$ cat src/rtl/cpmg_pkg.sv
// Shared definitions for the CPMG pulse generator and its receive-side
// echo acquisition block.
//   - generator drive levels and default timing (clk cycles at 125 MHz)
//   - acquisition FSM state encoding
//   - accumulator width helper
package cpmg_pkg;

    // Generator drive word levels; the receiver treats any non-zero word as "pulse high".
    localparam logic [15:0] HIGH_VALUE  = 16'h7FFF;
    localparam logic [15:0] LOW_VALUE   = 16'h0000;

    // Default echo timing shared with the generator.
    localparam int          TAU         = 78125;
    localparam int          TWO_TAU     = 2 * TAU;
    localparam int          PULSE_180   = 1000;
    localparam int          TWO_TAU_LOW = TWO_TAU - PULSE_180;

    localparam int          STATE_W     = 4;

    typedef enum logic [STATE_W-1:0] {
        S_IDLE       = 4'd0,
        S_WAIT_90    = 4'd1,
        S_SKIP_90    = 4'd2,
        S_IN_PULSE   = 4'd3,
        S_WAIT_WIN   = 4'd4,
        S_INTEG      = 4'd5,
        S_RESULT     = 4'd6,
        S_WAIT_PULSE = 4'd7,
        S_FINISH     = 4'd8
    } acq_state_t;

    // Smallest accumulator width that cannot wrap over a full window.
    function automatic int sum_w_min(input int adc_w, input int win_len);
        return adc_w + $clog2(win_len);
    endfunction

endpackage

$ cat src/rtl/cpmg_echo_integrator.sv
// Window integrator: sums sign-extended ADC samples while enabled and
// counts how many were taken; stops counting once the window is full.
// Ports:
//   clk, rst      clock, synchronous active-low reset
//   i_clear       zero accumulator and count (window open)
//   i_enable      take i_sample this cycle (ignored once full)
//   i_sample      signed ADC sample
//   o_acc         running two's-complement sum
//   o_count       samples taken in this window
//   o_full        o_count has reached WIN_LEN
module cpmg_echo_integrator
    import cpmg_pkg::*;
#(
    parameter int ADC_W   = 16,
    parameter int SUM_W   = 32,
    parameter int WIN_LEN = 2048,
    parameter int CNT_W   = 18
) (
    input  logic             clk,
    input  logic             rst,
    input  logic             i_clear,
    input  logic             i_enable,
    input  logic [ADC_W-1:0] i_sample,
    output logic [SUM_W-1:0] o_acc,
    output logic [CNT_W-1:0] o_count,
    output logic             o_full
);

    if (SUM_W < sum_w_min(ADC_W, WIN_LEN)) begin : g_sum_w_check
        $error("SUM_W too small for ADC_W and WIN_LEN");
    end

    logic [SUM_W-1:0] r_acc;
    logic [CNT_W-1:0] r_count;
    logic [SUM_W-1:0] w_sample_ext;
    logic             w_full;

    assign w_sample_ext = {{(SUM_W-ADC_W){i_sample[ADC_W-1]}}, i_sample};
    assign w_full       = (r_count == CNT_W'(WIN_LEN));

    always_ff @(posedge clk) begin
        if (!rst) begin
            r_acc   <= '0;
            r_count <= '0;
        end else if (i_clear) begin
            r_acc   <= '0;
            r_count <= '0;
        end else if (i_enable && !w_full) begin
            r_acc   <= r_acc + w_sample_ext;
            r_count <= r_count + 1'b1;
        end
    end

    assign o_acc   = r_acc;
    assign o_count = r_count;
    assign o_full  = w_full;

endmodule

$ cat src/rtl/cpmg_echo_acq.sv
// CPMG echo acquisition: watches the generator drive word, skips the
// excitation pulse, and after each refocusing pulse opens a WIN_LEN-sample
// window WIN_OFFSET cycles after the pulse falls. Each window sum is
// emitted as one result on a valid/ready stream.
// Ports:
//   clk, rst          clock, synchronous active-low reset
//   i_arm, i_n_echo   start strobe and echo count (taken when idle)
//   i_tx_data         generator drive word (non-zero = pulse high)
//   i_adc_data/valid  signed ADC sample and qualifier
//   o_m_sum/idx/last  result stream payload, o_m_valid / i_m_ready handshake
//   o_busy, o_done    train in progress / one-cycle end-of-train strobe
//   o_overflow        sticky: a result was dropped (previous still held)
//   o_early_err       sticky: pulse rose inside an open window
//   o_state           current FSM state
// Stream handshake: a result transfers on a cycle with o_m_valid & i_m_ready.
// o_m_valid stays high with a stable payload until then; it drops the cycle
// after a transfer unless a new result loads in that same cycle.
module cpmg_echo_acq
    import cpmg_pkg::*;
#(
    parameter int ADC_W      = 16,
    parameter int SUM_W      = 32,
    parameter int WIN_OFFSET = 77101,
    parameter int WIN_LEN    = 2048,
    parameter int CNT_W      = 18
) (
    input  logic               clk,
    input  logic               rst,
    input  logic               i_arm,
    input  logic [15:0]        i_n_echo,
    input  logic [15:0]        i_tx_data,
    input  logic [ADC_W-1:0]   i_adc_data,
    input  logic               i_adc_valid,
    output logic [SUM_W-1:0]   o_m_sum,
    output logic [15:0]        o_m_idx,
    output logic               o_m_last,
    output logic               o_m_valid,
    input  logic               i_m_ready,
    output logic               o_busy,
    output logic               o_done,
    output logic               o_overflow,
    output logic               o_early_err,
    output logic [STATE_W-1:0] o_state
);

    acq_state_t       r_state, w_next;
    logic             r_tx_high, r_tx_q;
    logic [15:0]      r_n_echo, r_echo_cnt;
    logic [CNT_W-1:0] r_off_cnt;
    logic [SUM_W-1:0] r_m_sum;
    logic [15:0]      r_m_idx;
    logic             r_m_last, r_m_valid, r_busy, r_done, r_overflow, r_early_err;

    logic             w_rise, w_fall, w_last_echo;
    logic             w_arm_ok, w_off_clr, w_off_inc, w_win_clr, w_acc_en;
    logic             w_echo_inc, w_load, w_ovf_set, w_early_set, w_finish;
    logic [SUM_W-1:0] w_acc;
    logic [CNT_W-1:0] w_count;
    logic             w_full;

    // Edges are taken between two registered copies of the pulse level,
    // so the FSM sees them one cycle after the drive word changes.
    assign w_rise      = r_tx_high & ~r_tx_q;
    assign w_fall      = ~r_tx_high & r_tx_q;
    assign w_last_echo = (r_echo_cnt == r_n_echo - 16'd1);

    cpmg_echo_integrator #(
        .ADC_W  (ADC_W),
        .SUM_W  (SUM_W),
        .WIN_LEN(WIN_LEN),
        .CNT_W  (CNT_W)
    ) u_integ (
        .clk     (clk),
        .rst     (rst),
        .i_clear (w_win_clr),
        .i_enable(w_acc_en),
        .i_sample(i_adc_data),
        .o_acc   (w_acc),
        .o_count (w_count),
        .o_full  (w_full)
    );

    always_ff @(posedge clk) begin
        if (!rst) r_state <= S_IDLE;
        else      r_state <= w_next;
    end

    always_comb begin
        w_next      = r_state;
        w_arm_ok    = 1'b0;
        w_off_clr   = 1'b0;
        w_off_inc   = 1'b0;
        w_win_clr   = 1'b0;
        w_acc_en    = 1'b0;
        w_echo_inc  = 1'b0;
        w_load      = 1'b0;
        w_ovf_set   = 1'b0;
        w_early_set = 1'b0;
        w_finish    = 1'b0;
        case (r_state)
            S_IDLE: begin
                if (i_arm) begin
                    w_arm_ok = 1'b1;
                    if (i_n_echo != 16'd0) w_next = S_WAIT_90;
                end
            end
            S_WAIT_90:    if (w_rise) w_next = S_SKIP_90;
            S_SKIP_90:    if (w_rise) w_next = S_IN_PULSE;
            S_IN_PULSE: begin
                if (w_fall) begin
                    w_off_clr = 1'b1;
                    w_next    = S_WAIT_WIN;
                end
            end
            S_WAIT_WIN: begin
                // A new pulse before the window opens just restarts the wait.
                if (w_rise) begin
                    w_next = S_IN_PULSE;
                end else if (r_off_cnt == CNT_W'(WIN_OFFSET - 1)) begin
                    w_win_clr = 1'b1;
                    w_next    = S_INTEG;
                end else begin
                    w_off_inc = 1'b1;
                end
            end
            S_INTEG: begin
                // A pulse inside the window spends the echo without a result.
                if (w_rise) begin
                    w_early_set = 1'b1;
                    w_echo_inc  = 1'b1;
                    w_next      = w_last_echo ? S_FINISH : S_IN_PULSE;
                end else if (i_adc_valid && !w_full) begin
                    w_acc_en = 1'b1;
                    if (w_count == CNT_W'(WIN_LEN - 1)) w_next = S_RESULT;
                end
            end
            S_RESULT: begin
                if (!r_m_valid || i_m_ready) w_load    = 1'b1;
                else                         w_ovf_set = 1'b1;
                w_echo_inc = 1'b1;
                w_next     = w_last_echo ? S_FINISH : S_WAIT_PULSE;
            end
            S_WAIT_PULSE: if (w_rise) w_next = S_IN_PULSE;
            S_FINISH: begin
                w_finish = 1'b1;
                w_next   = S_IDLE;
            end
            default:      w_next = S_IDLE;
        endcase
    end

    always_ff @(posedge clk) begin
        if (!rst) begin
            r_tx_high   <= 1'b0;
            r_tx_q      <= 1'b0;
            r_n_echo    <= '0;
            r_echo_cnt  <= '0;
            r_off_cnt   <= '0;
            r_m_sum     <= '0;
            r_m_idx     <= '0;
            r_m_last    <= 1'b0;
            r_m_valid   <= 1'b0;
            r_busy      <= 1'b0;
            r_done      <= 1'b0;
            r_overflow  <= 1'b0;
            r_early_err <= 1'b0;
        end else begin
            r_tx_high <= |i_tx_data;
            r_tx_q    <= r_tx_high;
            r_done    <= 1'b0;

            if (w_arm_ok) begin
                r_n_echo    <= i_n_echo;
                r_echo_cnt  <= '0;
                r_overflow  <= 1'b0;
                r_early_err <= 1'b0;
                // An empty train completes immediately without going busy.
                if (i_n_echo == 16'd0) r_done <= 1'b1;
                else                   r_busy <= 1'b1;
            end

            if (w_finish) begin
                r_done <= 1'b1;
                r_busy <= 1'b0;
            end

            if (w_off_clr)      r_off_cnt <= '0;
            else if (w_off_inc) r_off_cnt <= r_off_cnt + 1'b1;

            if (w_echo_inc)  r_echo_cnt  <= r_echo_cnt + 16'd1;
            if (w_early_set) r_early_err <= 1'b1;
            if (w_ovf_set)   r_overflow  <= 1'b1;

            if (w_load) begin
                r_m_sum   <= w_acc;
                r_m_idx   <= r_echo_cnt;
                r_m_last  <= w_last_echo;
                r_m_valid <= 1'b1;
            end else if (i_m_ready) begin
                r_m_valid <= 1'b0;
            end
        end
    end

    assign o_m_sum     = r_m_sum;
    assign o_m_idx     = r_m_idx;
    assign o_m_last    = r_m_last;
    assign o_m_valid   = r_m_valid;
    assign o_busy      = r_busy;
    assign o_done      = r_done;
    assign o_overflow  = r_overflow;
    assign o_early_err = r_early_err;
    assign o_state     = r_state;

endmodule

$ cat config.mk
export PLATFORM = sky130hd
export DESIGN_NAME = cpmg_echo_acq
export DESIGN_NICKNAME = d
export VERILOG_FILES = /design/src/rtl/cpmg_pkg.sv /design/src/rtl/cpmg_echo_integrator.sv /design/src/rtl/cpmg_echo_acq.sv
export SDC_FILE = /design/constraint.sdc
export NUM_CORES = 1
export LEC_CHECK = 0
export CAP_MARGIN = 20
export CORE_ASPECT_RATIO = 0.8
export CORE_MARGIN = 10
export CORE_UTILIZATION = 45
export DETAILED_ROUTE_END_ITERATION = 7
export PLACE_DENSITY = 0.67
export SYNTH_ARGS = -nofsm -noshare
export SYNTH_HDL_FRONTEND = slang
export SYNTH_HIERARCHICAL = 1
export SYNTH_SLANG_ARGS = --single-unit
$ cat constraint.sdc
create_clock -name clk -period 6.3 [get_ports clk]
set_clock_uncertainty 0.1 [all_clocks]
set_input_delay 0.63 -clock clk [delete_from_list [all_inputs] [get_ports clk]]
set_output_delay 0.63 -clock clk [all_outputs]
set_load 0.005 [all_outputs]
==> flow_summary.json, run 1 <==
{
  "floorplan.die.width_um": 177.7,
  "global_route_wire_length_before_repair_um": 39770,
  "worst_hold_path_type": "reg -> reg",
  "globalRouteOverflowTotal": 0,
  "fmaxAchievable_mhz": 281.2,
  "critical_path.reg2reg.startpoint": "o_state[2]",
  "synth.yosys.seq_area_share_pct": 35.76,
  "core_area_sq_mm": 0.01968,
  "antenna_left": 0,
  "synthTopCellsByArea": "dfxtp_1 (36%), nand2_1 (8.4%), a21oi_1 (6.9%)",
  "cts.hold.buffers_added": 0,
  "final_net_count": 1304,
  "cts_tree": "done",
  "status": "finished, final reports clean",
  "netlist.top_cell.by_area": "dfxtp_1",
  "grt_pass1_vias": 7608,
  "layout_setup_ws_ps": 2744,
  "drtPass1Iterations": 5,
  "seqCellArea_sq_mm": 0.003203,
  "global_route.usage.total_pct": 18.46,
  "criticalPathCategory": "in -> reg",
  "grt_start_max_net_pins": 56,
  "initial_antenna_violation_count": 0,
  "final_layout_size_suffix_gt1_share_pct": 6.863,
  "filler_cell_count": 1873,
  "die-area_sq_mm": 0.02598,
  "crit_slowest_cell": "clkdlybuf4s50_1",
  "cts_resized": 0,
  "worstPathMaxFanout": 22,
  "syn2layout_area_growth_pct": 20.63,
  "finalHoldViolations": 0,
  "cp_data_required_time_ps": 6560,
  "syn-mean-instance-area_sq_um": 7.884,
  "rows": 46,
  "vias": 8414,
  "irDropWorstVdd_mv": 0.1697,
  "number_of_flops_mapped_to_enable_cells_by_yosys": 0,
  "cts-htree-levels": 4,
  "timing.hold.worst.start": "o_m_sum[15]",
  "remaining_drc_errors": 0,
  "met3_wirelength_um": 1543,
  "synth-main-ff-cell": "dfxtp_1",
  "detail_route.wirelength_um": 24530,
  "power_per_cell_area_mw_per_mm2": 259.6,
  "drt-wirelength-per-cell_um": 16.49,
  "unrepaired_setup_endpoints_after_global_routing": "false",
  "die_y_um": 146.2,
  "clk_pin_slew_worst_paths_ps": 60,
  "cp_data_arrival_time_ps": 3820,
  "cp_cell_sequence": "clkdlybuf4s50_1, ha_1, a21oi_1, a21boi_0, a311o_1, o21ai_2, nand2_1, a311oi_1, o2111ai_1, nand3_1",
  "tightestPinTransition_ps": 1086,
  "yosys_warnings": 6,
  "route.detailed.vias_per_inst": 5.655,
  "setup_total_negative_slack_ps": 0,
  "fin_crit_sh_pct": 56.45,
  "dpl.hpwl_um": 17750,
  "met2WireLength_um": 9998,
  "drt-initial-drc-count": 665,
  "clockRootBuffer": "clkbuf_16",
  "drv.max_cap_violation_count": 0,
  "num_io_pins": 111,
  "timing.final.setup_violations": 0,
  "async_reset_ff_share_pct": 0,
  "timing.critical_path.to_type": "register",
  "place_congestion": 0.8904,
  "postSynthNetCount": 1227,
  "buffer_depth_of_the_longest_clock_path": 2,
  "yosys.area.top_type_share_pct": 35.76,
  "wl_met1_um": 12790,
  "start_util_pct": 45.50,
  "post-route-min-period_ps": 3556,
  "count_of_inserted_antenna_diode_cells": 0,
  "synth_area_sq_mm": 0.008956,
  "worst_slew_margin_rel_pct": 27.38,
  "layout.core_utilization_pct": 54.89,
  "multi_input_area_sq_mm": 0.005428,
  "synthDistinctLibCells": 87,
  "place.port_buffers": 110,
  "preCtsSetupSlack_ps": 2346,
  "cp-startpoint": "i_adc_data[15]",
  "uppermost_routed_layer": "met4",
  "netlist_instances": 1136,
  "clock_sink_count": 160,
  "total_cts_buffers": 17,
  "synth_seq_cells": 160,
  "post_cts.repair.setup_buffers": 0,
  "worst_skew_pair.late_latency_ps": 430,
  "timing.critical_path.from_type": "input port",
  "finalMaxSlewViolations": 0,
  "p_leak_nw": 3.903,
  "critPathMaxStageDelay_ps": 900
}
synth_stat cells (4+ instances only):
cell,n
nor4b_1,6
o2111ai_1,4
nor2b_1,14
dfxtp_1,160
mux2_2,6
nor3_1,22
or3_1,13
nand3b_1,5
buf_2,8
nand3_1,49
nand2b_1,8
nor4_1,23
a311oi_1,4
a31oi_1,6
o21ai_0,31
xor2_1,41
and4_1,4
ha_1,37
xnor2_1,31
nand2_1,200
or4_1,6
clkbuf_1,45
o21bai_1,4
and2_1,4
and3_1,13
a21o_2,4
nor2_1,87
nand4_1,27
or2_2,5
a211oi_1,13
a21o_1,19
a31o_2,5
inv_1,19
a21oi_1,124
o41ai_1,4
nand4b_1,4
cell type report:
| cell class | instances | share of cell area, % |
|---|---|---|
| clock buffers | 21 | 4.262 |
| clock inverters | 9 | 1.031 |
| inverters | 19 | 0.6601 |
| multi-input cells | 895 | 50.24 |
| flip-flops and latches | 160 | 29.65 |
| well taps | 264 | 3.057 |
| repair buffers | 120 | 11.11 |
routing by layer:
metal	track usage (%)	vias up
met2	25.84	230
met1	27.32	3945
met3	4.304	16
li1	-	4223
met5	0	-
met4	5.035	0
registers in the layout (all words and copies together), names as in the netlist:
| signal | flops |
|---|---|
| r_echo_cnt | 16 |
| r_n_echo | 16 |
| o_m_last | 1 |
| u_integ/o_count | 18 |
| o_done | 1 |
| r_off_cnt | 18 |
| o_m_idx | 16 |
| o_overflow | 1 |
| o_m_sum | 32 |
| o_state | 4 |
| r_tx_q | 1 |
| r_tx_high | 1 |
| o_m_valid | 1 |
| o_busy | 1 |
| o_early_err | 1 |
| u_integ/o_acc | 32 |
power by group:
part	switching, mW	internal [mW]	total (mW)
Clock	0.422	0.600	1.02
Combinational	0.383	0.274	0.658
Sequential	0.0735	1.05	1.13
Total	0.879	1.93	2.81
cells in the final DEF, fill, tap and decap left out, types with 6 or more instances in the layout:
cell type	netlist	routed
nor3_1	22	22
nand2_1	200	200
clkbuf_16	0	17
nand3_1	49	49
xor2_1	41	41
mux2_2	6	6
xnor2_1	31	31
a211oi_1	13	13
and3_1	13	13
nor2b_1	14	12
nor4_1	23	23
inv_1	19	18
o21ai_0	31	31
a21o_1	19	19
ha_1	37	37
a31oi_1	6	6
a21oi_1	124	124
nand4_1	27	27
buf_4	1	7
nor2_1	87	87
dfxtp_1	160	160
clkdlybuf4s50_1	0	110
or4_1	6	6
nand2b_1	8	7
nor4b_1	6	6
or3_1	13	13
path summary, 6_finish.rpt:
kind                       end  slack, ps  depth (start not counted)
min                o_m_sum[15]        350                          2
min reg2reg        o_m_sum[15]        350                          2
max reg2reg  u_integ/o_acc[17]       2750                          8
max          u_integ/o_acc[28]       2740                         10
metrics by stage:
stage	cells	hold slack, ps	cell area (sq um)	power, mW
finish	1488	351.9	10800	2.805
global route	1488	370.9	10800	2.933
CTS	1487	354.7	10780	2.819
detailed placement	1457	346.1	10200	1.792
global placement	1455	343.1	10190	1.775
floorplan	1136	348.7	8956	1.606
cell families (layout without fill, tap and decap cells):
family	Yosys count	in the layout	share of synthesized area, %
compound gates	264	264	18.75
xor+xnor	72	72	7.041
fa+ha+maj	38	38	5.393
buf+inv	81	169	3.982
flops	160	160	35.76
mux	8	8	0.9779
simple gates	513	513	28.09
worst max-delay path, delay by kind of cell:
kind	cells	cell delay [ps]
simple gates	2	240
compound gates	6	1390
buf+inv	1	900
fa+ha+maj	1	650
Power figures use the tool's default switching activity.
==> run 2: changes to the inputs <==
Settings changed: PLACE_DENSITY 0.67 to 0.69.
Clock period 6.3 ns to 2.89 ns, I/O delays scaled along.
==> run 2 against run 1 <==
Effect of this change: sequential power increased by 110%; global-route usage is 0.88 points higher; clock power is 130% higher; non-clock buffer count up 84; sequential share of layout area is 2.0 points lower; die area is the same; critical path type is now reg -> reg; critical endpoint is now u_integ/o_acc[22]; highest routed layer is now met5.
==> flow_summary.json, run 2 (synthesis gave the netlist of run 1 again) <==
{
  "status": "finished, final reports clean",
  "drt-initial-drc-count": 705,
  "detail_route.wirelength_um": 25740,
  "final_net_count": 1388,
  "worst_hold_path_type": "in -> reg",
  "critical_path.reg2reg.startpoint": "u_integ/o_acc[0]",
  "final_common_cell": "nand2_1",
  "layout.cells.non_filler": 1574,
  "cts_tree": "done",
  "buffer_depth_of_the_longest_clock_path": 2,
  "place_congestion": 0.9183,
  "tightestPinTransition_ps": 582.3,
  "grt_pass1_vias": 8166,
  "clockRootBuffer": "clkbuf_16",
  "remaining_drc_errors": 0,
  "crit_slowest_cell": "a221o_2",
  "drv.max_cap_violation_count": 0,
  "irDropWorstVdd_mv": 0.3655,
  "setup_total_negative_slack_ps": 0,
  "regToRegEndpoint": "u_integ/o_acc[22]",
  "layout_setup_ws_ps": 115.5,
  "cp_data_arrival_time_ps": 2980,
  "finalMaxSlewViolations": 0,
  "fin_crit_sh_pct": 96.00,
  "drt-wirelength-per-cell_um": 16.35,
  "dpl.hpwl_um": 18440,
  "cp_top_family": "compound AO/OA/AOI/OAI gates",
  "layout.cells.most_common_list": "nand2_1 (200), dfxtp_1 (159), a21oi_1 (122)",
  "fmaxAchievable_mhz": 360.4,
  "worstPathBufferInverterCount": 0,
  "antenna_left": 0,
  "worstPathMaxFanout": 3,
  "initial_antenna_violation_count": 1,
  "total_cts_buffers": 17,
  "place.port_buffers": 110,
  "timing.critical_path.to_type": "register",
  "timing.critical_path.from_type": "register",
  "power_per_cell_area_mw_per_mm2": 553.9,
  "drtPass1Iterations": 5,
  "finalHoldViolations": 0,
  "die-area_sq_mm": 0.02598,
  "count_of_inserted_antenna_diode_cells": 0,
  "clock_sink_count": 160,
  "rows": 46,
  "syn2layout_area_growth_pct": 29.20,
  "cts.hold.buffers_added": 0,
  "final_layout_size_suffix_gt1_share_pct": 14.35,
  "preCtsSetupSlack_ps": -380.9,
  "post-route-min-period_ps": 2774,
  "route.detailed.vias_per_inst": 5.640,
  "global_route.usage.total_pct": 19.34,
  "r2r_setup_slack_ps": 120,
  "timing.hold.worst.start": "i_n_echo[6]",
  "worst_slew_margin_rel_pct": 60.63,
  "cts-htree-levels": 4,
  "vias": 8878,
  "globalRouteOverflowTotal": 0,
  "dpl.cell_count": 1538,
  "cp_cell_sequence": "ha_4, fa_2, a21o_1, a221o_2, a22o_4, o2111ai_2, nand3b_1, a21oi_2, xor2_1, o21ai_0",
  "num_io_pins": 111,
  "grt_start_max_net_pins": 82,
  "core_area_sq_mm": 0.01968,
  "unrepaired_setup_endpoints_after_global_routing": "false",
  "criticalPathCategory": "reg -> reg",
  "fin_total_pwr_mw": 6.410,
  "worstHoldEndpoint": "r_n_echo[6]",
  "clk_pin_slew_worst_paths_ps": 70,
  "worstRegToRegCells": 10,
  "worst_skew_pair.late_latency_ps": 430,
  "floorplan.die.width_um": 177.7,
  "die_y_um": 146.2,
  "cp_data_required_time_ps": 3090,
  "p_leak_nw": 4.365,
  "timing.final.setup_violations": 0,
  "global_route_wire_length_before_repair_um": 41790,
  "hold_depth": 3,
  "start_util_pct": 45.50,
  "critPathMaxStageDelay_ps": 410
}
==> run 2: worst min-delay path: stages <==
cell and delay (ps):
clkdlybuf4s50_1 420, nand2_1 60, a21oi_1 50
==> run 2: cell type report <==
class                           instances  area, sq um
Fill cell                            1803         8113
Multi-Input combinational cell        895         5523
Sequential cell                       160         3204
Timing Repair Buffer                  204         1844
Clock buffer                           20        466.7
Tap cell                              264        330.3
Clock inverter                         12        131.4
Inverter                               19        71.32
==> run 2: how the worst max path moves through the flow <==
| stage | from | to | slack (ps) | cells past startpoint |
|---|---|---|---|---|
| 6_report | u_integ/o_acc[0] | u_integ/o_acc[22] | 120 | 10 |
| 5_1_grt | u_integ/o_acc[0] | u_integ/o_acc[22] | 10 | 10 |
| 3_5_place_dp | i_adc_data[0] | u_integ/o_acc[28] | -380 | 11 |
| 3_3_place_gp | i_adc_data[0] | u_integ/o_acc[28] | -340 | 11 |
| 4_1_cts | u_integ/o_acc[0] | u_integ/o_acc[28] | 6 | 10 |
| 2_1_floorplan | u_integ/o_count[0] | o_state[1] | 100 | 12 |
==> run 2: repair_timing <==
item	CTS	global route
buffers inserted	0	4
gates resized for setup	3	19
pin swaps	0	8
endpoints found under the setup margin	12	15
==> run 2: power by group <==
part	internal (mW)	switching, mW	leakage, nW
sequential	2.29	0.0973	1.29
combinational	0.774	0.947	2.79
clock	1.34	0.955	0.285
==> run 2: per-stage QoR <==
| stage | hold WS, ps | util [%] | area [sq um] |
|---|---|---|---|
| floorplan | 325.0 | - | 8956 |
| global placement | 341.6 | 55.05 | 10840 |
| finish | 330.3 | 58.78 | 11570 |
| CTS | 325.9 | 58.16 | 11450 |
| global route | 332.6 | 58.78 | 11570 |
| detailed placement | 346.6 | 55.05 | 10840 |
==> run 2: per-layer routing <==
layer	global-route usage [%]	up-vias	share of wire, %
li1	-	4388	-
met1	28.20	4228	50
met2	27.94	237	43
met3	4.691	23	6.3
met4	4.245	2	0.91
met5	0	-	0.051
==> run 3: changes to the inputs <==
Settings changed: CORE_MARGIN 10 to default, RECOVER_POWER from default to 100.
==> run 3 against run 2 <==
Effect of this change: the flow now finishes with violations (max-capacitance violations, max-slew violations); combinational power about the same; via count up 0.39%; wire length down 3.1%; clock power up 2%; fmax down 0.33%; largest cell class unchanged; highest routed layer is now met4.
==> flow_summary.json, run 3 (synthesis gave the netlist of run 1 again) <==
{
  "buffer_depth_of_the_longest_clock_path": 2,
  "hold_depth": 3,
  "layout.cells.most_common_list": "nand2_1 (199), dfxtp_1 (158), a21oi_1 (123)",
  "critPathMaxStageDelay_ps": 420,
  "detail_route.wirelength_um": 24940,
  "status": "finished with violations",
  "cp_top_family": "compound AO/OA/AOI/OAI gates",
  "timing.hold.worst.start": "i_n_echo[15]",
  "place_congestion": 0.8934,
  "p_leak_nw": 4.638,
  "timing.critical_path.to_type": "register",
  "fin_crit_sh_pct": 96.32,
  "timing.critical_path.from_type": "register",
  "cp_data_required_time_ps": 3100,
  "worstPathBufferInverterCount": 0,
  "syn2layout_area_growth_pct": 30.26,
  "timing.final.setup_violations": 0,
  "regToRegEndpoint": "u_integ/o_acc[26]",
  "worst_hold_path_type": "in -> reg",
  "critical_path.reg2reg.startpoint": "u_integ/o_acc[0]",
  "worst_slew_margin_rel_pct": -5.379,
  "drtPass1Iterations": 5,
  "tightestPinTransition_ps": 1581,
  "cts_tree": "done",
  "drt-wirelength-per-cell_um": 15.69,
  "crit_slowest_cell": "a221o_2",
  "worstPathMaxFanout": 4,
  "dpl.hpwl_um": 18160,
  "globalRouteOverflowTotal": 0,
  "worst_skew_pair.late_latency_ps": 430,
  "remaining_drc_errors": 0,
  "clock_sink_count": 160,
  "fmaxAchievable_mhz": 359.2,
  "cts-htree-levels": 4,
  "die_y_um": 128.2,
  "start_util_pct": 46.51,
  "post-route-min-period_ps": 2784,
  "power_per_cell_area_mw_per_mm2": 554.5,
  "route.detailed.vias_per_inst": 5.609,
  "rows": 45,
  "floorplan.die.width_um": 159.7,
  "num_io_pins": 111,
  "cp_cell_sequence": "ha_2, fa_2, a21o_1, a221o_2, a22o_4, o21ai_4, nand2_2, a311oi_2, xor2_1, o21ai_0",
  "place.port_buffers": 110,
  "global_route_wire_length_before_repair_um": 40720,
  "irDropWorstVdd_mv": 0.2801,
  "total_cts_buffers": 17,
  "antenna_left": 0,
  "final_common_cell": "nand2_1",
  "core_area_sq_mm": 0.01926,
  "layout.core_utilization_pct": 60.58,
  "global_route.usage.total_pct": 24.42,
  "worstHoldEndpoint": "r_n_echo[15]",
  "drv.max_cap_violation_count": 1,
  "worstRegToRegCells": 10,
  "grt_pass1_vias": 8141,
  "final_layout_size_suffix_gt1_share_pct": 15.03,
  "r2r_setup_slack_ps": 110,
  "violations": "max-capacitance violations, max-slew violations",
  "grt_start_max_net_pins": 82,
  "clk_pin_slew_worst_paths_ps": 70,
  "vias": 8913,
  "finalMaxSlewViolations": 82,
  "die-area_sq_mm": 0.02047,
  "drt-initial-drc-count": 689,
  "cts.hold.buffers_added": 0,
  "criticalPathCategory": "reg -> reg",
  "finalHoldViolations": 0,
  "count_of_inserted_antenna_diode_cells": 0,
  "fin_total_pwr_mw": 6.469,
  "clockRootBuffer": "clkbuf_16",
  "initial_antenna_violation_count": 0,
  "final_net_count": 1409,
  "cp_data_arrival_time_ps": 2990,
  "filler_cell_count": 1724
}
==> run 3: cell types whose count changed in the layout (fill, tap and decap cells not counted), moves of 2 or more <==
cell | previous run | this run
clkdlybuf4s50_1 | 110 | 54
dlygate4sd3_1 | 0 | 56
clkbuf_1 | 0 | 11
buf_4 | 91 | 101
clkbuf_4 | 0 | 3
clkinvlp_4 | 4 | 1
buf_12 | 3 | 1
clkbuf_8 | 3 | 1
nor2b_2 | 0 | 2
o21ai_0 | 30 | 32
o21ai_1 | 3 | 1
==> run 3: layout make-up <==
cell class	instances	area, sq um	area share, %
multi-input cells	895	5523	47.34
flip-flops and latches	160	3206	27.48
repair buffers	225	1941	16.63
clock buffers	20	446.7	3.829
well taps	258	322.8	2.767
clock inverters	12	156.4	1.341
inverters	19	71.32	0.6113
==> run 3: worst register-to-register path, stage by stage (launching register included) <==
cell and delay (ps):
dfxtp_1 320, ha_2 190, fa_2 350, a21o_1 190, a221o_2 420, a22o_4 270
o21ai_4 170, nand2_2 90, a311oi_2 310, xor2_1 160, o21ai_0 80
==> run 3: how the worst max path moves through the flow <==
stage	from	end	slack, ps	cells after the start
2_1_floorplan	u_integ/o_count[0]	o_state[1]	100	12
3_3_place_gp	i_adc_data[0]	u_integ/o_acc[28]	-400	11
3_5_place_dp	i_adc_data[0]	u_integ/o_acc[28]	-440	11
4_1_cts	u_integ/o_count[0]	o_state[1]	10	12
5_1_grt	u_integ/o_count[12]	o_state[0]	-40	10
6_report	u_integ/o_acc[0]	u_integ/o_acc[26]	110	10
==> run 3: through the flow <==
step | std cells | area [sq um] | worst slack (ps) | hold WS, ps | setup TNS, ps
floorplan | 1136 | 8956 | 97.54 | 325.0 | 0
global placement | 1557 | 11000 | -399.4 | 342.8 | -3229
detailed placement | 1557 | 11000 | -437.3 | 346.5 | -4184
CTS | 1589 | 11640 | 12.43 | 327.0 | 0
global route | 1589 | 11670 | -35.60 | 340.7 | -86.10
finish | 1589 | 11670 | 106.4 | 329.6 | 0
==> run 3: what timing repair did <==
action / 4_1_cts / 5_1_grt
pin swaps: 5 / 14
hold endpoints to repair: 0 / 0
setup endpoints to repair: 4 / 17
resized for setup: 5 / 17
setup buffers: 0 / 1
==> run 3: per-layer routing <==
layer	GRT usage, %	part of all wire [%]
met4	7.579	1.5
met2	36.53	42
met1	35.92	51
met3	3.462	5.2
met5	0	0
==> run 3: power by group <==
group	switching [mW]	internal, mW
clock	0.958	1.39
sequential	0.0970	2.29
combinational	0.956	0.776
